<file path="src/rtl/addr_decoder_n.sv">
// Serial-address bus decoder: shifts in a slave address LSB first, then grants the
// master a path to one of NUM_SLAVES slaves, with NACK, busy-wait, timeout and abort.
module addr_decoder_n #(
    parameter int DEVICE_ADDR_WIDTH = 4,
    parameter int NUM_SLAVES        = 3,
    parameter int SSEL_WIDTH        = 2,
    parameter int TIMEOUT           = 16
) (
    input  logic                  clk,
    input  logic                  rstn,
    input  logic                  mwdata,
    input  logic                  mvalid,
    input  logic [NUM_SLAVES-1:0] sready,
    output logic [NUM_SLAVES-1:0] mvalid_out,
    output logic [SSEL_WIDTH-1:0] ssel,
    output logic                  ack,
    output logic                  nack
);

    localparam int BCNT_W = $clog2(DEVICE_ADDR_WIDTH);
    localparam int TCNT_W = (TIMEOUT < 1) ? 1 : $clog2(TIMEOUT + 1);
    localparam int AEXT_W = DEVICE_ADDR_WIDTH + 1;

    typedef enum logic [2:0] {
        IDLE,
        ADDR,
        DECODE,
        HOLD,
        CONNECT,
        WAIT
    } stateT;

    stateT                        r_state;
    logic [DEVICE_ADDR_WIDTH-1:0] r_addr;
    logic [BCNT_W-1:0]            r_bitCnt;
    logic [TCNT_W-1:0]            r_tCnt;
    logic [SSEL_WIDTH-1:0]        r_ssel;
    logic                         r_nack;

    logic w_connected;
    logic w_addrValid;
    logic w_readyAtAddr;
    logic w_readyAtSsel;
    logic w_tLast;

    assign w_connected = (r_state == CONNECT) || (r_state == WAIT);
    // Widen by one bit so NUM_SLAVES == 2**DEVICE_ADDR_WIDTH does not truncate to zero.
    assign w_addrValid = {1'b0, r_addr} < AEXT_W'(NUM_SLAVES);
    assign w_tLast     = (TIMEOUT != 0) && (r_tCnt == TCNT_W'(TIMEOUT - 1));
    assign ack         = (r_state == CONNECT);
    assign nack        = r_nack;
    assign ssel        = r_ssel;

    always_comb begin
        w_readyAtAddr = 1'b0;
        w_readyAtSsel = 1'b0;
        mvalid_out    = '0;
        for (int i = 0; i < NUM_SLAVES; i++) begin
            if (r_addr == DEVICE_ADDR_WIDTH'(i)) begin
                w_readyAtAddr = sready[i];
            end
            if (r_ssel == SSEL_WIDTH'(i)) begin
                w_readyAtSsel = sready[i];
                mvalid_out[i] = mvalid & w_connected;
            end
        end
    end

    always_ff @(posedge clk or negedge rstn) begin
        if (!rstn) begin
            r_state  <= IDLE;
            r_addr   <= '0;
            r_bitCnt <= '0;
            r_tCnt   <= '0;
            r_ssel   <= '0;
            r_nack   <= 1'b0;
        end else begin
            r_nack <= 1'b0;
            case (r_state)
                IDLE: begin
                    if (mvalid) begin
                        r_addr   <= {{(DEVICE_ADDR_WIDTH-1){1'b0}}, mwdata};
                        r_bitCnt <= BCNT_W'(1);
                        r_state  <= ADDR;
                    end
                end
                ADDR: begin
                    if (!mvalid) begin
                        r_state <= IDLE;
                    end else begin
                        r_addr[r_bitCnt] <= mwdata;
                        if (r_bitCnt == BCNT_W'(DEVICE_ADDR_WIDTH - 1)) begin
                            r_bitCnt <= '0;
                            r_state  <= DECODE;
                        end else begin
                            r_bitCnt <= r_bitCnt + 1'b1;
                        end
                    end
                end
                DECODE: begin
                    r_tCnt <= '0;
                    if (!w_addrValid) begin
                        r_nack  <= 1'b1;
                        r_state <= IDLE;
                    end else begin
                        r_ssel  <= r_addr[SSEL_WIDTH-1:0];
                        r_state <= w_readyAtAddr ? CONNECT : HOLD;
                    end
                end
                HOLD: begin
                    if (!mvalid) begin
                        r_state <= IDLE;
                    end else if (w_readyAtSsel) begin
                        r_tCnt  <= '0;
                        r_state <= CONNECT;
                    end else if (w_tLast) begin
                        r_nack  <= 1'b1;
                        r_state <= IDLE;
                    end else if (r_tCnt != {TCNT_W{1'b1}}) begin
                        r_tCnt <= r_tCnt + 1'b1;
                    end
                end
                CONNECT: begin
                    if (mvalid) begin
                        r_state <= WAIT;
                    end else if (w_tLast) begin
                        r_nack  <= 1'b1;
                        r_state <= IDLE;
                    end else if (r_tCnt != {TCNT_W{1'b1}}) begin
                        r_tCnt <= r_tCnt + 1'b1;
                    end
                end
                WAIT: begin
                    if (!mvalid) begin
                        r_state <= IDLE;
                    end
                end
                default: r_state <= IDLE;
            endcase
        end
    end

endmodule

</file>
<file path="config.mk">
export PLATFORM = sky130hd
export DESIGN_NAME = addr_decoder_n
export DESIGN_NICKNAME = d
export VERILOG_FILES = /design/src/rtl/addr_decoder_n.sv
export SDC_FILE = /design/constraint.sdc
export NUM_CORES = 1
export LEC_CHECK = 0
export CORE_ASPECT_RATIO = 1.5
export CORE_MARGIN = 5
export CORE_UTILIZATION = 45
export CTS_CLUSTER_DIAMETER = 200
export CTS_CLUSTER_SIZE = 40
export DETAILED_ROUTE_END_ITERATION = 8
export PLACE_DENSITY = 0.67
export SLEW_MARGIN = 15
export SYNTH_ARGS = -nofsm -noshare
export SYNTH_HDL_FRONTEND = slang
export SYNTH_SLANG_ARGS = --single-unit
export TNS_END_PERCENT = 20
</file>
<file path="constraint.sdc">
create_clock -name clk -period 2.1 [get_ports clk]
set_input_delay 0.21 -clock clk [delete_from_list [all_inputs] [get_ports clk]]
set_output_delay 0.21 -clock clk [all_outputs]
set_load 0.01 [all_outputs]
</file>
Word-level counts from Yosys, hierarchy flattened
Cells that the tools add are included.
- flip-flop bits (word level): 17
- input bits: 7
- word-level logic and storage cells: 83
- $add $sub $neg: 2
- magnitude comparators: 3
- equality and inequality tests: 18
- multiplexer cells: 42
- bitwise logic cells: 1
- reductions and logical operators: 11
- operator list (kind ; count):
    $mux 3 ; 10
    $mux 5 ; 5
    $pmux 3 s6 ; 1
    $mux 1 ; 15
    $pmux 5 s3 ; 1
    $ne 2x2->1 const B ; 5
    $reduce_and 3->1 ; 3
    $mux 4 ; 2
    $pmux 4 s2 ; 1
    $eq 3x2->1 const B ; 2
    $eq 3x3->1 const B ; 2
    $mux 2 ; 3
    $add 5x1->5 const B ; 1
    $eq 5x4->1 const B ; 1
    $ne 5x5->1 const B ; 1
    $bwmux 4 ; 1
    $eq 2x2->1 const B ; 2
    $eq 4x1->1 const B ; 1
    $eq 4x2->1 const B ; 1
    $logic_not 4->1 ; 1
    $lt 4x2->1 const B ; 1
    $pmux 2 s2 ; 1
    $eq 3x1->1 const B ; 1
    $logic_not 3->1 ; 1
    14 further kinds ; 14

Logic depth before layout (Yosys ltp)
- depth after elaboration: 7
- gate-level depth with buffers: 5
- mapped depth without buffers: 5

Worst setup path after synthesis
No wires, ideal clock.
- path kind: register -> register
- start point: register r_state[1]
- end point: register r_tCnt[0]
- library setup time: 0.075 ns
- data arrival time: 1.538 ns
- data required time: 2.025 ns
- slack: 0.487 ns
- cell stages (with the launch flop): 6
- period minus slack after synthesis: 1.613 ns
- cell sequence: dfrtp_1 -> clkbuf_2 -> or3b_4 -> o22a_1 -> or3_1 -> a21oi_2
- word-level cells in the longest chain between the ends: 3
- elaborated cells on any way between the ends: 8
- classes of those cells: 5 x eq/ne; 1 x mux; 2 x reduce/logical
- ends and longest elaborated chain (what ; line ; RTL):
    from (decl) ; 33 ; stateT r_state;
    from (signal assigned) ; 107 ; r_state <= w_readyAtAddr ? CONNECT : HOLD;
    $eq 3x3->1 / $eq 3x2->1 (equally long branches) ; 79 ; case (r_state)
    $ne 2x2->1 (no source line) / $reduce_bool 3->1 (equally long branches) ; - ;
    $reduce_and 3->1 (no source line) ; - ;
    to (signal assigned) ; 120 ; r_tCnt <= r_tCnt + 1'b1;
    to (signal assigned) ; 130 ; r_tCnt <= r_tCnt + 1'b1;
    to (decl) ; 36 ; logic [TCNT_W-1:0] r_tCnt;
Several ways; a longest one is shown, not always the timed one.
A chain may end at the register's enable or synchronous reset.

Final worst setup path
- start point: register r_state[1]
- end point: output ack
- word-level cells in the longest chain between the ends: 1
- ends and longest elaborated chain (what ; line ; RTL):
    $eq 3x3->1 ; 50 ; assign ack = (r_state == CONNECT);
    to (decl) ; 16 ; output logic ack,
Every way passes these cells.

==> load_flow_metrics.sql <==
INSERT INTO impl_metrics (metric_group, metric, value, unit) VALUES
('status', 'run_status', 'completed', ''),
('yosys', 'postSynthAreaPerCell', '9.194', 'sq um'),
('finish', 'sequential_cell_area', '427.9', 'sq um'),
('pwr', 'pwr_density_cell', '1241', 'mW/mm^2'),
('floorplan', 'start_util', '0.4734', ''),
('clock_tree', 'cts_tree', 'done', ''),
('finish', 'num-fill-cells', '204', ''),
('clock_tree', 'clk-insertion-delay-late', '0.30', 'ns'),
('placed_design', 'gpl.final_weighted_congestion', '0.7541', ''),
('placed_design', 'place.detailed.hpwl', '1.856', 'mm'),
('sta', 'fin_hold_ws', '0.2256', 'ns'),
('sta', 'tightest_slew', '0.4646', 'ns'),
('worst_setup_path', 'timing.critical_path.required', '1.89', 'ns'),
('global_routing', 'global_route.usage.total', '0.1546', ''),
('route', 'wl_per_cell', '15.43', 'microns'),
('finish', 'syn_to_layout_area_delta', '20.00', '%'),
('route', 'remaining_drc_errors', '0', ''),
('sta', 'layout_worst_path_cycle_share', '0.9445', ''),
('worst_setup_path', 'critical_path_class', 'reg2out', ''),
('yosys', 'synthDominantAreaCellType', 'sky130_fd_sc_hd__dfrtp_1', ''),
('route', 'wl', '2.407', 'mm'),
('sta', 'hold_viol', '0', ''),
('sta', 'rsz0062_at_grt', 'false', ''),
('global_routing', 'grt_overflow', '0', ''),
('route', 'detailroute.via_count', '935', ''),
('floorplan', 'die_w', '49.58', 'microns'),
('placed_design', 'detailedPlace.worstSlack', '0.1477', 'ns'),
('floorplan', 'io_count', '14', ''),
('hold_path', 'timing.hold.worst.class', 'in2async', ''),
('global_routing', 'grt_max_degree', '18', ''),
('sta', 'total_negative_slack_for_setup_checks', '0', 'ns'),
('global_routing', 'grt_first_pass_wirelength', '4.236', 'mm'),
('sta', 'drv_slew', '0', ''),
('clock_tree', 'numCtsBuffers', '3', ''),
('sta', 'finalWorstSetupSlack', '0.1166', 'ns'),
('global_routing', 'via_count_of_the_first_global_routing_pass', '945', ''),
('global_routing', 'grt_antenna_before_repair', '0', ''),
('worst_setup_path', 'worstSetupEndpointType', 'output port', ''),
('worst_setup_path', 'ff2ff_setup_slack', '0.41', 'ns'),
('sta', 'final_period_minus_worst_setup_slack', '1.983', 'ns'),
('yosys', 'synth.distinct_cells', '40', ''),
('route', 'drt_pre_antenna_iters', '4', ''),
('placed_design', 'count_of_port_buffers_added_during_placement', '13', ''),
('yosys', 'synth_top_cells_by_area', 'sky130_fd_sc_hd__dfrtp_1 (40%), sky130_fd_sc_hd__ha_1 (5.9%), sky130_fd_sc_hd__o21ai_0 (4.7%), sky130_fd_sc_hd__mux2i_1 (3.8%), sky130_fd_sc_hd__nor3_1 (2.8%)', ''),
('clock_tree', 'clkTransAtPathRegs', '0.10', 'ns'),
('finish', 'nNetsFinal', '146', ''),
('yosys', 'synth_seq_area_share', '0.4024', ''),
('finish', 'combined_area_of_the_multi_input_logic_cells', '585.6', 'sq um'),
('floorplan', 'dieArea', '0.003439', 'sq mm'),
('sta', 'timing.slew.headroom', '0.6903', ''),
('sta', 'finalClockSkew', '0.004115', 'ns'),
('worst_setup_path', 'cp.arrival', '1.77', 'ns'),
('floorplan', 'core', '0.002233', 'sq mm'),
('clock_tree', 'clock_path_buffers', '2', ''),
('worst_setup_path', 'critPathLaunchType', 'flip-flop', ''),
('sta', 'setup_viol', '0', ''),
('worst_setup_path', 'worst-path-max-fanout', '10', ''),
('clock_tree', 'clock-sinks', '17', ''),
('floorplan', 'die_h', '69.37', 'microns'),
('yosys', 'register_bit_count_reported_by_yosys', '17', ''),
('finish', 'final_layout_size_suffix_gt1_frac', '0.1203', ''),
('yosys', 'syn-instance-count', '115', ''),
('pwr', 'power.static_leakage', '0.5897', 'nW'),
('yosys', 'synth_largest_type_area_fraction', '0.4024', ''),
('route', 'detail-route-antenna-nets', '0', ''),
('run', 'drv_cap', '0', ''),
('clock_tree', 'postCtsSetupBuffers', '0', ''),
('sta', 'fmax', '504.2', 'MHz'),
('yosys', 'syn_area', '0.001057', 'sq mm'),
('clock_tree', 'clock-root-buffer', 'sky130_fd_sc_hd__clkbuf_4', ''),
('yosys', 'ys_warn_count', '0', ''),
('pwr', 'total_power', '1.575', 'mW'),
('yosys', 'post_synthesis_net_count', '127', ''),
('route', 'viasPerCell', '5.994', ''),
('floorplan', 'core.rowCount', '21', ''),
('pwr', 'max-vdd-ir-drop', '604.9', 'uV'),
('finish', 'antennaDiodeCount', '0', ''),
('route', 'detailedRoute.firstIterationViolations', '28', ''),
('clock_tree', 'htreeDepth', '1', '');
[cells by family (layout without fill, tap and decap cells)]
kind of cell,Yosys count,in the layout,synth area share
AND/OR/NAND/NOR,44,44,0.2391
AO/OA/AOI/OAI,31,31,0.1965
flip-flops,17,17,0.4024
buffers and inverters,12,30,0.04378
multiplexers,6,6,0.05917
adder cells (fa/ha/maj),5,5,0.05917
[metal layers]
layer,GRT usage,part of all wire,vias to the layer above
met4,0.07580,0.020,0
met5,0,0,-
met3,0.03011,0.034,5
met2,0.2819,0.56,14
met1,0.1604,0.38,457
li1,-,-,459
[flip-flops by register name, summed over array words and instances, names as in the netlist]
register	cells
r_addr	4
nack	1
r_tCnt	5
r_bitCnt	2
ssel	2
r_state	3
[worst max-delay path: stages (launching register included)]
cell	delay [ns]
sky130_fd_sc_hd__dfrtp_2	0.47
sky130_fd_sc_hd__or3b_4	0.42
sky130_fd_sc_hd__inv_1	0.06
sky130_fd_sc_hd__clkdlybuf4s50_1	0.52
[synth_stat cells, drive strengths merged]
library cell / count
dfrtp: 17
o21ai: 10
inv: 8
nand2: 8
nor2: 6
nor3: 6
a21oi: 5
ha: 5
clkbuf: 4
mux2i: 4
nor2b: 4
nand3: 3
or3: 3
a221oi: 2
a2bb2oi: 2
and2b: 2
and3: 2
mux2: 2
nor4b: 2
o22ai: 2
or3b: 2
a211o: 1
a21o: 1
a31o: 1
a31oi: 1
a41oi: 1
and4b: 1
nand2b: 1
nand4: 1
nand4b: 1
nor3b: 1
o21bai: 1
o22a: 1
o311ai: 1
o31ai: 1
o32ai: 1
or2b: 1
[worst paths after layout]
path,to,cells after the start,startpoint
worst min-delay path,r_tCnt[0],2,rstn
worst max register to register,ssel[0],3,r_addr[1]
min in group clk,r_addr[0],3,mwdata
worst min register to register,r_tCnt[4],1,r_tCnt[4]
worst max-delay path,ack,3,r_state[1]
max in group asynchronous,r_state[2],2,rstn
[area by class of cell]
class	instances	share of cell area
Clock buffer	4	0.02071
Inverter	8	0.02367
Multi-Input combinational cell	86	0.4615
Sequential cell	17	0.3373
Tap cell	23	0.02268
Timing Repair Buffer	18	0.1341
[stage by stage]
step                cell area (sq um)  utilization  instances
global route                     1269       0.5681        156
finish                           1269       0.5681        156
detailed placement               1237       0.5541        152
CTS                              1264       0.5658        156
global placement                 1237       0.5541        152
floorplan                        1057            -        115
[power breakdown]
part	leakage [nW]	internal, mW	total (mW)	switching, mW
Sequential	0.216	0.459	0.624	0.164
Clock	0.0150	0.0742	0.182	0.108
Combinational	0.359	0.387	0.768	0.381
Total	0.590	0.921	1.57	0.654
[cells in the final DEF (no fill, tap or decap), types with 2 or more instances in the layout]
| cell | n |
|---|---|
| sky130_fd_sc_hd__a2bb2oi_1 | 2 |
| sky130_fd_sc_hd__dfrtp_2 | 2 |
| sky130_fd_sc_hd__ha_1 | 5 |
| sky130_fd_sc_hd__nor2b_1 | 4 |
| sky130_fd_sc_hd__mux2i_1 | 4 |
| sky130_fd_sc_hd__nor4b_1 | 2 |
| sky130_fd_sc_hd__a221oi_1 | 2 |
| sky130_fd_sc_hd__nand3_1 | 3 |
| sky130_fd_sc_hd__buf_4 | 5 |
| sky130_fd_sc_hd__nand2_1 | 8 |
| sky130_fd_sc_hd__nor3_1 | 6 |
| sky130_fd_sc_hd__or3_1 | 3 |
| sky130_fd_sc_hd__dfrtp_1 | 15 |
| sky130_fd_sc_hd__clkdlybuf4s50_1 | 12 |
| sky130_fd_sc_hd__and2b_1 | 2 |
| sky130_fd_sc_hd__a21oi_1 | 4 |
| sky130_fd_sc_hd__mux2_2 | 2 |
| sky130_fd_sc_hd__o21ai_0 | 10 |
| sky130_fd_sc_hd__clkbuf_4 | 3 |
| sky130_fd_sc_hd__and3_1 | 2 |
| sky130_fd_sc_hd__inv_1 | 8 |
| sky130_fd_sc_hd__o22ai_1 | 2 |
| sky130_fd_sc_hd__nor2_1 | 6 |
[timing repair]
action                                  in CTS  in global routing
gates resized for setup                      0                  3
endpoints found under the hold margin        0                  0
endpoints found under the setup margin       0                  2
hold buffers                                 0                  0
Power figures use the tool's default switching activity.
